**src/rtl/cpu_step_ctrl_pkg.sv**
```systemverilog
// -----------------------------------------------------------------------------
// cpu_step_defs
// Shared definitions for the run/single-step controller. The display logic
// decodes the same state codes to show RUN / HALT / STOP.
//   STATE_W : width of the state code driven on cpu_step_ctrl.state
//   state_t : HALT=0, RUN=1, STOP=2 (code 3 is illegal)
// -----------------------------------------------------------------------------
package cpu_step_defs;

    localparam int STATE_W = 2;

    typedef enum logic [STATE_W-1:0] {
        ST_HALT = 2'd0,
        ST_RUN  = 2'd1,
        ST_STOP = 2'd2
    } state_t;

endpackage

```
**src/rtl/cpu_step_ctrl_debounce.sv**
```systemverilog
// -----------------------------------------------------------------------------
// btn_debounce
// Synchronises a raw, bouncy push-button into the clk domain, debounces it
// and emits a registered one-cycle pulse on each accepted press.
// Ports:
//   clk    in  : system clock
//   clr_n  in  : asynchronous active-low reset
//   btn    in  : raw button level (1 = pressed), asynchronous
//   step_p out : one-cycle pulse on the 0->1 edge of the debounced level
// Parameter:
//   DEBOUNCE_CYCLES : consecutive cycles the synchronised level must differ
//                     from the debounced level before it is accepted
// -----------------------------------------------------------------------------
module btn_debounce #(
    parameter int DEBOUNCE_CYCLES = 1000000
) (
    input  logic clk,
    input  logic clr_n,
    input  logic btn,
    output logic step_p
);

    localparam int            CW      = $clog2(DEBOUNCE_CYCLES + 1);
    localparam logic [CW-1:0] DB_LAST = CW'(DEBOUNCE_CYCLES - 1);

    logic          sync_p0;
    logic          sync_p1;
    logic          db_lvl;
    logic          db_lvl_d;
    logic [CW-1:0] stable_cnt;

    always_ff @(posedge clk or negedge clr_n) begin
        if (!clr_n) begin
            sync_p0    <= 1'b0;
            sync_p1    <= 1'b0;
            db_lvl     <= 1'b0;
            db_lvl_d   <= 1'b0;
            stable_cnt <= '0;
            step_p     <= 1'b0;
        end else begin
            // synchroniser stage boundary
            sync_p0 <= btn;
            sync_p1 <= sync_p0;

            // debounce stage boundary: the count only advances while the
            // synchronised level disagrees; any agreement restarts it
            if (sync_p1 != db_lvl) begin
                if (stable_cnt == DB_LAST) begin
                    db_lvl     <= sync_p1;
                    stable_cnt <= '0;
                end else begin
                    stable_cnt <= stable_cnt + 1'b1;
                end
            end else begin
                stable_cnt <= '0;
            end

            // edge stage boundary: pulse is registered, one cycle after the
            // debounced level rises
            db_lvl_d <= db_lvl;
            step_p   <= db_lvl & ~db_lvl_d;
        end
    end

endmodule

```
**src/rtl/cpu_step_ctrl.sv**
```systemverilog
// -----------------------------------------------------------------------------
// cpu_step_ctrl
// Run/single-step controller. Produces one-cycle CPU advance enables: one per
// rising edge of the divided clock in RUN, one per debounced step press in
// HALT, none once the CPU has executed HALT (STOP).
// Ports:
//   clk        in         : system clock (same as the frequency divider)
//   clr_n      in         : asynchronous active-low reset
//   slow_clk   in         : divided clock level, generated in the clk domain
//   run_sw     in         : raw run/halt switch (1 = run), asynchronous
//   step_btn   in         : raw step button (1 = pressed), asynchronous
//   cpu_halt   in         : CPU has executed HALT, clk-domain level
//   cpu_en     out        : registered one-cycle advance enable
//   state      out [2]    : current controller state (cpu_step_defs codes)
//   step_count out [CNT_W]: number of cpu_en pulses, modulo 2^CNT_W
// -----------------------------------------------------------------------------
module cpu_step_ctrl
    import cpu_step_defs::*;
#(
    parameter int DEBOUNCE_CYCLES = 1000000,
    parameter int CNT_W           = 16
) (
    input  logic               clk,
    input  logic               clr_n,
    input  logic               slow_clk,
    input  logic               run_sw,
    input  logic               step_btn,
    input  logic               cpu_halt,
    output logic               cpu_en,
    output logic [STATE_W-1:0] state,
    output logic [CNT_W-1:0]   step_count
);

    logic   slow_d;
    logic   tick;
    logic   run_p0;
    logic   run_s;
    logic   step_p;
    state_t st;

    btn_debounce #(
        .DEBOUNCE_CYCLES(DEBOUNCE_CYCLES)
    ) u_debounce (
        .clk    (clk),
        .clr_n  (clr_n),
        .btn    (step_btn),
        .step_p (step_p)
    );

    // slow_clk already lives in the clk domain, so a single delay flop is
    // enough to find its rising edges
    always_ff @(posedge clk or negedge clr_n) begin
        if (!clr_n) begin
            slow_d <= 1'b0;
            run_p0 <= 1'b0;
            run_s  <= 1'b0;
        end else begin
            slow_d <= slow_clk;
            run_p0 <= run_sw;
            run_s  <= run_p0;
        end
    end

    assign tick = slow_clk & ~slow_d;

    // FSM stage boundary: cpu_en is registered and defaults low every cycle,
    // and neither tick nor step_p can be high on consecutive cycles, so
    // enables are always isolated single-cycle pulses
    always_ff @(posedge clk or negedge clr_n) begin
        if (!clr_n) begin
            st     <= ST_HALT;
            cpu_en <= 1'b0;
        end else begin
            cpu_en <= 1'b0;
            case (st)
                ST_HALT: begin
                    // run_s outranks step_p so a press racing the switch is dropped
                    if (cpu_halt)    st     <= ST_STOP;
                    else if (run_s)  st     <= ST_RUN;
                    else if (step_p) cpu_en <= 1'b1;
                end
                ST_RUN: begin
                    if (cpu_halt)    st     <= ST_STOP;
                    else if (!run_s) st     <= ST_HALT;
                    else if (tick)   cpu_en <= 1'b1;
                end
                ST_STOP: begin
                    if (!run_s && !cpu_halt) st <= ST_HALT;
                end
                default: st <= ST_HALT;
            endcase
        end
    end

    assign state = st;

    // counter stage boundary: reflects each pulse one cycle after it rises
    always_ff @(posedge clk or negedge clr_n) begin
        if (!clr_n)      step_count <= '0;
        else if (cpu_en) step_count <= step_count + 1'b1;
    end

endmodule
```
**config.mk**
```make
export PLATFORM = sky130hd
export DESIGN_NAME = cpu_step_ctrl
export DESIGN_NICKNAME = d
export VERILOG_FILES = /design/src/rtl/cpu_step_ctrl_pkg.sv /design/src/rtl/cpu_step_ctrl_debounce.sv /design/src/rtl/cpu_step_ctrl.sv
export SDC_FILE = /design/constraint.sdc
export NUM_CORES = 1
export LEC_CHECK = 0
export ABC_AREA = 1
export CAP_MARGIN = 40
export CELL_PAD_IN_SITES_DETAIL_PLACEMENT = 2
export CELL_PAD_IN_SITES_GLOBAL_PLACEMENT = 2
export CORE_MARGIN = 2
export CORE_UTILIZATION = 31
export CTS_CLUSTER_SIZE = 20
export DETAILED_ROUTE_END_ITERATION = 8
export GPL_ROUTABILITY_DRIVEN = 0
export HOLD_SLACK_MARGIN = 0.02
export PLACE_DENSITY_LB_ADDON = 0.3
export SYNTH_ARGS = -nofsm -noshare
export SYNTH_HDL_FRONTEND = slang
export SYNTH_SLANG_ARGS = --single-unit
```
**constraint.sdc**
```tcl
create_clock -name clk -period 1.2 [get_ports clk]
set_clock_uncertainty 0.05 [all_clocks]
set_input_delay 0.18 -clock clk [delete_from_list [all_inputs] [get_ports clk]]
set_output_delay 0.18 -clock clk [all_outputs]
set_load 0.02 [all_outputs]
```
==> run metrics, run 1 <==
status=finished, violations left; failing checks=setup timing; Gate power share=0.068; multi-input logic area=1314 um2; Pins Over Slew Limit=0; Routed WL per cell=20.31 um; P_sw=0.7586 mW; initial antenna violation count=0; port bufs=24; CTS Buf Count=5; data required time of the worst path=1.35 ns; final cell count without fillers=464; clk root buf=clkbuf_8; GRT Overall Usage=0.2044; Die ar.=8086 um2; setup ws final=-0.3843 ns; clock share of power=0.411; register area share after synthesis=0.5139; placed cell count=434; largest net degree at the start of global routing=48; MaxCap Viol Count=0; Arr. time, crit path=1.74 ns; Max IR drop VDD=0.0005366 V; I/O Pins=25; DP Wirelength=5.385 mm; # nets final=372; Hold Crit Depth=1; CTS Sinks=47; syn_nets=269; Setup Viol. Count Final=33; WHS=0.2456 ns; CTS tree=yes; Yosys reg bits=47; Pint=2.381 mW; clock buffer depth=2; CP max stage delay=0.47 ns; CP Cell Sequence=nand2_2 > nor2_4 > nand2_4 > nor2_4 > xor2_1 > nor2_1; Fill cells=780; Site Rows=31; vias in the first global route=2555; DR vias=2205; sequential cell area=1194 um2; Mapped Area=2288 um2; Yosys Warn Count=0; Crit. End Element=flop; Final Hold Viols=0; CP max-delay cell=dfrtp_1; switching share of power=0.2416; critical path class=flop to flop; Sequential Power Share=0.522; WL final=9.424 mm; slew at the pin with the worst max-slew slack=0.3435 ns; Max transition margin=0.7692; top-count cell post-synth=nor2_1; fin crit period=1.584 ns; Die Y=89.92 um; Yosys top cell by area=dfrtp_1; layout cells sized above 1=0.5068; r2r setup slk=-0.38 ns; first-pass GRT wire length=12.98 mm; static leakage=1.754 nW; Max Fclk=0.6312 GHz; Starting Density=0.3172; # diodes=0; depth of the most critical reg-to-reg path=6; final antenna-violating net count=0; Worst-Skew Late Latency=0.31 ns; core area=7214 um2; max reg flops=20; critical path's top delay family=simple AND/OR/NAND/NOR gates; synth top area cells=dfrtp_1, nor2_1, nand2_1; CP Max Fanout=4; commonest cells in the netlist=nor2_1, dfrtp_1, nand2_1, inv_1, nand3_1; main flop type after synthesis=dfrtp_1; most frequent CP cell=nor2_4; critical path launch point type=flop; H-tree depth=2; Vias/cell=4.752; layout-stage area growth over the synthesis result=58.17%; asr flop ratio synth=1.000; WP buf/inv=0; Reg with most FFs=u_debounce.stable_cnt; die width=89.92 um; power consumption=3.139 mW; EDFF count, synth=0; Remaining Overflow, GRT=0; DR iter-0 viols=61; DRC Markers=0; PwrDens=867.3 nW/um2; unrepaired setup endpoints after global routing=yes; Synth Area per Inst=8.768 um2; hold crit path type=primary input to flop; Syn Inst Count=261; first-pass detailed-route iteration total=5; CP Depth=6; period utilization=1.320; Distinct cells, synth=24; Clk pin slew, worst setup/hold paths=0.10 ns; top-area cell type share of the netlist area=0.5139
[cell type report]
class | count | area share
Multi-Input combinational cell | 180 | 0.3629
Sequential cell | 47 | 0.3298
Timing Repair Buffer | 97 | 0.2064
Inverter | 33 | 0.03422
Tap cell | 99 | 0.03422
Clock buffer | 6 | 0.02281
Clock inverter | 2 | 0.009679
[power groups by stage]
stage | Sequential [mW] | Clock (mW) | Combinational, mW
after floorplan | 1.68 | 0 | 0.0433
after global placement | 1.66 | 0 | 0.167
after detailed placement | 1.67 | 0 | 0.174
after CTS | 1.63 | 1.26 | 0.191
after global routing | 1.64 | 1.35 | 0.231
final | 1.64 | 1.29 | 0.212
[worst paths after layout]
| kind | start | end |
|---|---|---|
| worst max-delay path | u_debounce.stable_cnt[5]$_DFF_PN0_ | u_debounce.stable_cnt[9]$_DFF_PN0_ |
| worst min-delay path | step_btn | u_debounce.sync_p0$_DFF_PN0_ |
| worst max register to register | u_debounce.stable_cnt[5]$_DFF_PN0_ | u_debounce.stable_cnt[9]$_DFF_PN0_ |
| worst min register to register | run_p0$_DFF_PN0_ | run_s$_DFF_PN0_ |
| max in group asynchronous | clr_n | u_debounce.stable_cnt[0]$_DFF_PN0_ |
| min in group asynchronous | clr_n | step_count[2]$_DFFE_PN0P_ |
[layout by cell type, fill, tap and decap left out, drive strengths merged]
cell / instances
a21o: 1
a21oi: 6
buf: 92
bufinv: 1
clkbuf: 6
clkdlybuf4s50: 4
clkinv: 1
dfrtp: 47
dlygate4sd3: 1
ha: 2
inv: 33
mux2: 1
nand2: 52
nand3: 17
nand3b: 1
nand4: 11
nor2: 55
nor3: 7
o21ai: 2
o21bai: 1
xnor2: 10
xor2: 14
[per-stage QoR]
stage,utilization,setup TNS (ns),area [um2],setup slack (ns)
finish,0.5017,-6.176,3620,-0.3843
global route,0.5017,-8.481,3620,-0.4641
CTS,0.4677,-3.645,3374,-0.1985
global placement,0.4306,-3.043,3107,-0.1883
detailed placement,0.4306,-4.890,3107,-0.2670
floorplan,-,-1.053,2356,-0.1756
[timing repair]
action,in CTS,in global routing
pin swaps,11,32
endpoints found under the setup margin,49,40
endpoints found under the hold margin,47,0
gates resized for setup,103,61
hold buffers,1,0
setup buffers,12,12
[metal layers]
layer | vias to the layer above | part of all wire | wire, um | track usage
met1 | 1143 | 0.37 | 3523 | 0.2247
met5 | - | 0 | 0 | 0
li1 | 1018 | - | - | -
met3 | 9 | 0.019 | 179 | 0.02682
met2 | 35 | 0.59 | 5581 | 0.4122
met4 | 0 | 0.015 | 140 | 0.04615
[cells by family (layout without fill, tap and decap cells)]
kind of cell    after synthesis  count (layout)  synth area share
flops                        47              47            0.5139
compound gates               10              10           0.02406
simple gates                143             143            0.2985
buf+inv                      34             138           0.05577
xor+xnor                     24              24           0.09185
mux                           1               1          0.004920
fa+ha+maj                     2               2           0.01093
Power figures use the tool's default switching activity.
==> inputs of run 2 (changes only) <==
Settings changed: MAX_ROUTING_LAYER from default to met4.
==> run metrics, run 2 (synthesized netlist as in run 1, its figures left out) <==
status=finished, violations left; failing checks=setup timing; MaxCap Viol Count=0 (unchanged); Crit. End Element=flop; die width=89.92 um (unchanged); WL final=9.865 mm (+4.7%); highest-count cells in the layout ignoring fill and taps=buf_4, nand2_1, dfrtp_1, nor2_1, inv_1; DR vias=2236 (+1.4%); Site Rows=31 (unchanged); PwrDens=866.1 nW/um2 (-0.14%); vias in the first global route=2554 (-0.039%); final core utilization=0.5043 (+0.002602); critical path launch point type=flop; depth of the most critical reg-to-reg path=6 (unchanged); setup ws final=-0.4006 ns (-0.01639 ns); worst hold path endpoint=u_debounce.sync_p0$_DFF_PN0_; WHS=0.2506 ns (+0.004951 ns); # diodes=0 (unchanged); DP Wirelength=5.385 mm (unchanged); H-tree depth=2 (unchanged); DRC Markers=0 (unchanged); I/O Pins=25 (unchanged); Hold Crit Start=step_btn; slew at the pin with the worst max-slew slack=0.3644 ns (+0.02085 ns); clk root buf=clkbuf_8; r2r setup slk=-0.40 ns (-0.02 ns); initial antenna violation count=0 (unchanged); placed inst area=3107 um2 (unchanged); fin crit period=1.601 ns (+0.01639 ns); Clk pin slew, worst setup/hold paths=0.10 ns (about the same); multi-input logic area=1316 um2 (+0.19%); Max transition margin=0.7552 (-0.01401); Max IR drop VDD=0.0004396 V (-18%); Fill cells=771 (-1.2%); Vias/cell=4.819 (+1.4%); commonest non-fill, non-tap cell in the layout=buf_4; reg2reg end=u_debounce.stable_cnt[6]$_DFF_PN0_; largest net degree at the start of global routing=48 (unchanged); unrepaired setup endpoints after global routing=yes; Max Fclk=0.6248 GHz (-1.0%); Die ar.=8086 um2 (unchanged); Worst-Skew Late Latency=0.32 ns (about the same); hold crit path type=primary input to flop; Pins Over Slew Limit=0 (unchanged); data required time of the worst path=1.35 ns (about the same); final antenna-violating net count=0 (unchanged); CP Max Fanout=6 (+2); period utilization=1.334 (+0.01366); Remaining Overflow, GRT=0 (unchanged); CTS Sinks=47 (unchanged); post-route cell area=3638 um2 (+0.52%); Routed WL per cell=21.26 um (+4.7%); critical path class=flop to flop; clock buffer depth=2 (unchanged); first-pass detailed-route iteration total=4 (-1); first-pass GRT wire length=12.99 mm (+0.11%); sequential cell area=1194 um2 (unchanged); core area=7214 um2 (unchanged); Reg with most FFs=u_debounce.stable_cnt; port bufs=24 (unchanged); DR iter-0 viols=73 (+20%); Arr. time, crit path=1.75 ns (about the same); static leakage=1.760 nW (+0.30%); Setup Viol. Count Final=34 (+3.0%); Hold Crit Depth=1 (unchanged); max reg flops=20 (unchanged); CTS tree=yes; reg-to-reg startpoint=u_debounce.stable_cnt[13]$_DFF_PN0_; layout cells sized above 1=0.5096 (+0.002740); power consumption=3.151 mW (+0.38%); layout-stage area growth over the synthesis result=58.99%; # nets final=372 (unchanged); Die Y=89.92 um (unchanged); GRT Overall Usage=0.2106 (+0.006249); CTS Buf Count=5 (unchanged); Final Hold Viols=0 (unchanged); Starting Density=0.3172 (unchanged)
-- run 2: per-stage QoR --
stage	setup TNS [ns]	worst slack, ns	instances
2_1_floorplan	-1.053	-0.1756	261
3_3_place_gp	-3.043	-0.1883	434
3_5_place_dp	-4.890	-0.2670	434
4_1_cts	-3.645	-0.1985	455
5_1_grt	-9.296	-0.4083	464
6_report	-7.650	-0.4006	464
-- run 2: per-layer routing --
layer | vias to the layer above | GRT usage | wire, um
met5 | - | - | 0
met4 | 0 | 0.04615 | 277
li1 | 1017 | - | -
met2 | 51 | 0.4122 | 5759
met1 | 1146 | 0.2257 | 3582
met3 | 22 | 0.02682 | 246
-- run 2: worst max-delay path by stage --
stage / end / startpoint / slack, ns
detailed placement: u_debounce.stable_cnt[15]$_DFF_PN0_ / u_debounce.stable_cnt[3]$_DFF_PN0_ / -0.27
CTS: u_debounce.stable_cnt[18]$_DFF_PN0_ / u_debounce.stable_cnt[0]$_DFF_PN0_ / -0.20
global route: u_debounce.stable_cnt[6]$_DFF_PN0_ / u_debounce.stable_cnt[13]$_DFF_PN0_ / -0.41
finish: u_debounce.stable_cnt[6]$_DFF_PN0_ / u_debounce.stable_cnt[13]$_DFF_PN0_ / -0.40
global placement: u_debounce.stable_cnt[9]$_DFF_PN0_ / u_debounce.stable_cnt[2]$_DFF_PN0_ / -0.19
floorplan: step_count[12]$_DFFE_PN0P_ / step_count[0]$_DFFE_PN0P_ / -0.18
-- run 2: layout make-up --
cell class                      instances  share of cell area
Multi-Input combinational cell        180              0.3618
Clock buffer                            6             0.02270
Clock inverter                          2            0.009629
Inverter                               33             0.03404
Sequential cell                        47              0.3281
Timing Repair Buffer                   97              0.2098
Tap cell                               99             0.03404
-- run 2: critical path, stage by stage (launching register included) --
cell     delay (ns)
dfrtp_1        0.46
inv_1          0.15
nand4_1        0.17
nor2_2         0.23
nand3_4        0.19
nand2_8        0.16
nor2_1         0.08
-- run 2: report_power, final --
part	switching [mW]	internal, mW	total [mW]
registers	0.0301	1.61	1.64
logic	0.118	0.0961	0.214
clock network	0.622	0.676	1.30
total	0.770	2.38	3.15
-- run 2: timing repair --
item,in CTS,in global routing
hold buffers,1,0
endpoints found under the hold margin,47,0
gates resized for setup,103,63
pin swaps,11,33
setup endpoints to repair,49,40
setup buffers,12,12
==> inputs of run 3 (changes only) <==
--- a/constraint.sdc
+++ b/constraint.sdc
@@ -4,2 +4,2 @@
 set_output_delay 0.18 -clock clk [all_outputs]
-set_load 0.02 [all_outputs]
+set_load 0.005 [all_outputs]
==> run metrics, run 3 (synthesized netlist as in run 1, its figures left out) <==
status=finished, violations left; failing checks=setup timing; Max transition margin=0.7300 (-0.02524); DP Wirelength=5.326 mm (-1.1%); Crit. End Element=flop; DR vias=2440 (+9.1%); CP Max Fanout=5 (-1); static leakage=1.914 nW (+8.8%); period utilization=1.465 (+0.1310); Routed WL per cell=26.45 um (+24%); final cell count without fillers=488 (+5.2%); CTS Buf Count=5 (unchanged); Site Rows=31 (unchanged); Vias/cell=5.000 (+3.8%); critical path class=flop to flop; Final Hold Viols=0 (unchanged); core area=7214 um2 (unchanged); CP max stage delay=0.49 ns (+0.03 ns); power consumption=3.180 mW (+0.91%); # nets final=397 (+6.7%); highest-count cells in the layout ignoring fill and taps=buf_4, dfrtp_1, nand2_1, inv_1, nor2_1; GRT Overall Usage=0.2724 (+0.06175); Reg with most FFs=u_debounce.stable_cnt; first-pass GRT wire length=16.15 mm (+24%); CP Cell Sequence=nand2_1 > nor2_1 > nand2_1 > o21bai_1 > nand3_1 > nor2_2; DRC Markers=0 (unchanged); most frequent CP cell=nand2_1; first-pass detailed-route iteration total=4 (unchanged); max reg flops=20 (unchanged); PwrDens=797.0 nW/um2 (-8.0%); final core utilization=0.5531 (+0.04873); Clk pin slew, worst setup/hold paths=0.11 ns (about the same); hold crit path type=primary input to flop; commonest non-fill, non-tap cell in the layout=buf_4; unrepaired setup endpoints after global routing=yes; CTS tree=yes; WP buf/inv=0 (-1); Hold Crit Depth=1 (unchanged); CP max-delay cell=dfrtp_1; WL final=12.91 mm (+31%); fin crit period=1.758 ns (+0.1572 ns); layout-stage area growth over the synthesis result=74.36%; Arr. time, crit path=1.95 ns (+0.20 ns); initial antenna violation count=0 (unchanged); I/O Pins=25 (unchanged); Die Y=89.92 um (unchanged); setup ws final=-0.5578 ns (-0.1572 ns); placed cell count=432 (-0.46%); Die ar.=8086 um2 (unchanged); slew at the pin with the worst max-slew slack=0.4019 ns (+0.03757 ns); Starting Density=0.3172 (unchanged); vias in the first global route=2736 (+7.1%); die width=89.92 um (unchanged); clock buffer depth=2 (unchanged); layout cells sized above 1=0.5270 (+0.01740); critical path's top delay family=simple AND/OR/NAND/NOR gates; Setup Viol. Count Final=46 (+35%); port bufs=24 (unchanged); Remaining Overflow, GRT=0 (unchanged); clk root buf=clkbuf_8; DP Worst Slack=-0.2438 ns (+0.02325 ns); Max IR drop VDD=0.0006518 V (+48%); largest net degree at the start of global routing=48 (unchanged); depth of the most critical reg-to-reg path=6 (unchanged); Max Fclk=0.5689 GHz (-8.9%); Pins Over Slew Limit=0 (unchanged); critical path launch point type=flop; Worst-Skew Late Latency=0.32 ns (about the same); MaxCap Viol Count=0 (unchanged); # diodes=0 (unchanged); data required time of the worst path=1.39 ns (+0.04 ns); DR iter-0 viols=123 (+68%); final antenna-violating net count=0 (unchanged); H-tree depth=2 (unchanged); CTS Sinks=47 (unchanged); CP Depth=6 (unchanged)
run 3: final timing paths:
check	startpoint	to	slack [ns]
worst max-delay path	u_debounce.stable_cnt[14]$_DFF_PN0_	u_debounce.stable_cnt[16]$_DFF_PN0_	-0.56
worst min-delay path	step_btn	u_debounce.sync_p0$_DFF_PN0_	0.27
worst max register to register	u_debounce.stable_cnt[14]$_DFF_PN0_	u_debounce.stable_cnt[16]$_DFF_PN0_	-0.56
worst min register to register	run_p0$_DFF_PN0_	run_s$_DFF_PN0_	0.32
max in group asynchronous	clr_n	u_debounce.stable_cnt[6]$_DFF_PN0_	0.50
min in group asynchronous	clr_n	step_count[6]$_DFFE_PN0P_	0.34
run 3: metal layers:
| metal | wire, um | vias up | GRT usage |
|---|---|---|---|
| met3 | 461 | 42 | 0.04107 |
| met2 | 7072 | 77 | 0.5215 |
| met5 | 0 | - | - |
| met1 | 4696 | 1257 | 0.2739 |
| li1 | - | 1064 | - |
| met4 | 677 | 0 | 0.1167 |
run 3: repair_timing:
action | in CTS | in global routing
endpoints found under the hold margin | 47 | 0
pin swaps | 26 | 22
hold buffers | 1 | 0
gates resized for setup | 77 | 90
endpoints found under the setup margin | 51 | 52
buffers inserted | 34 | 20
run 3: power breakdown:
group	internal (mW)	switching [mW]	total (mW)
registers	1.61	0.0256	1.63
clock network	0.611	0.643	1.25
logic	0.139	0.153	0.292
total	2.36	0.821	3.18
run 3: worst reg2reg max path, delay by kind of cell (launching register included):
family           cells  cell delay, ns
AND/OR/NAND/NOR      5            0.89
flip-flops           1            0.49
AO/OA/AOI/OAI        1            0.25
run 3: cell type report:
cell class              count  area, um2
inverters                  33      126.4
well taps                  99      123.9
clock inverters             2      37.54
flip-flops and latches     47       1186
fillers                   744       3224
clock buffers               5      68.82
repair buffers            122       1035
multi-input cells         180       1413
run 3: stage by stage:
stage	TNS, ns	hold WS (ns)	cell area, um2
floorplan	-0.4411	-0.1656	2345
global placement	-2.983	0.1390	3080
detailed placement	-5.103	0.1459	3080
CTS	-6.430	0.2592	3602
global route	-12.85	0.2797	3990
finish	-10.80	0.2689	3990
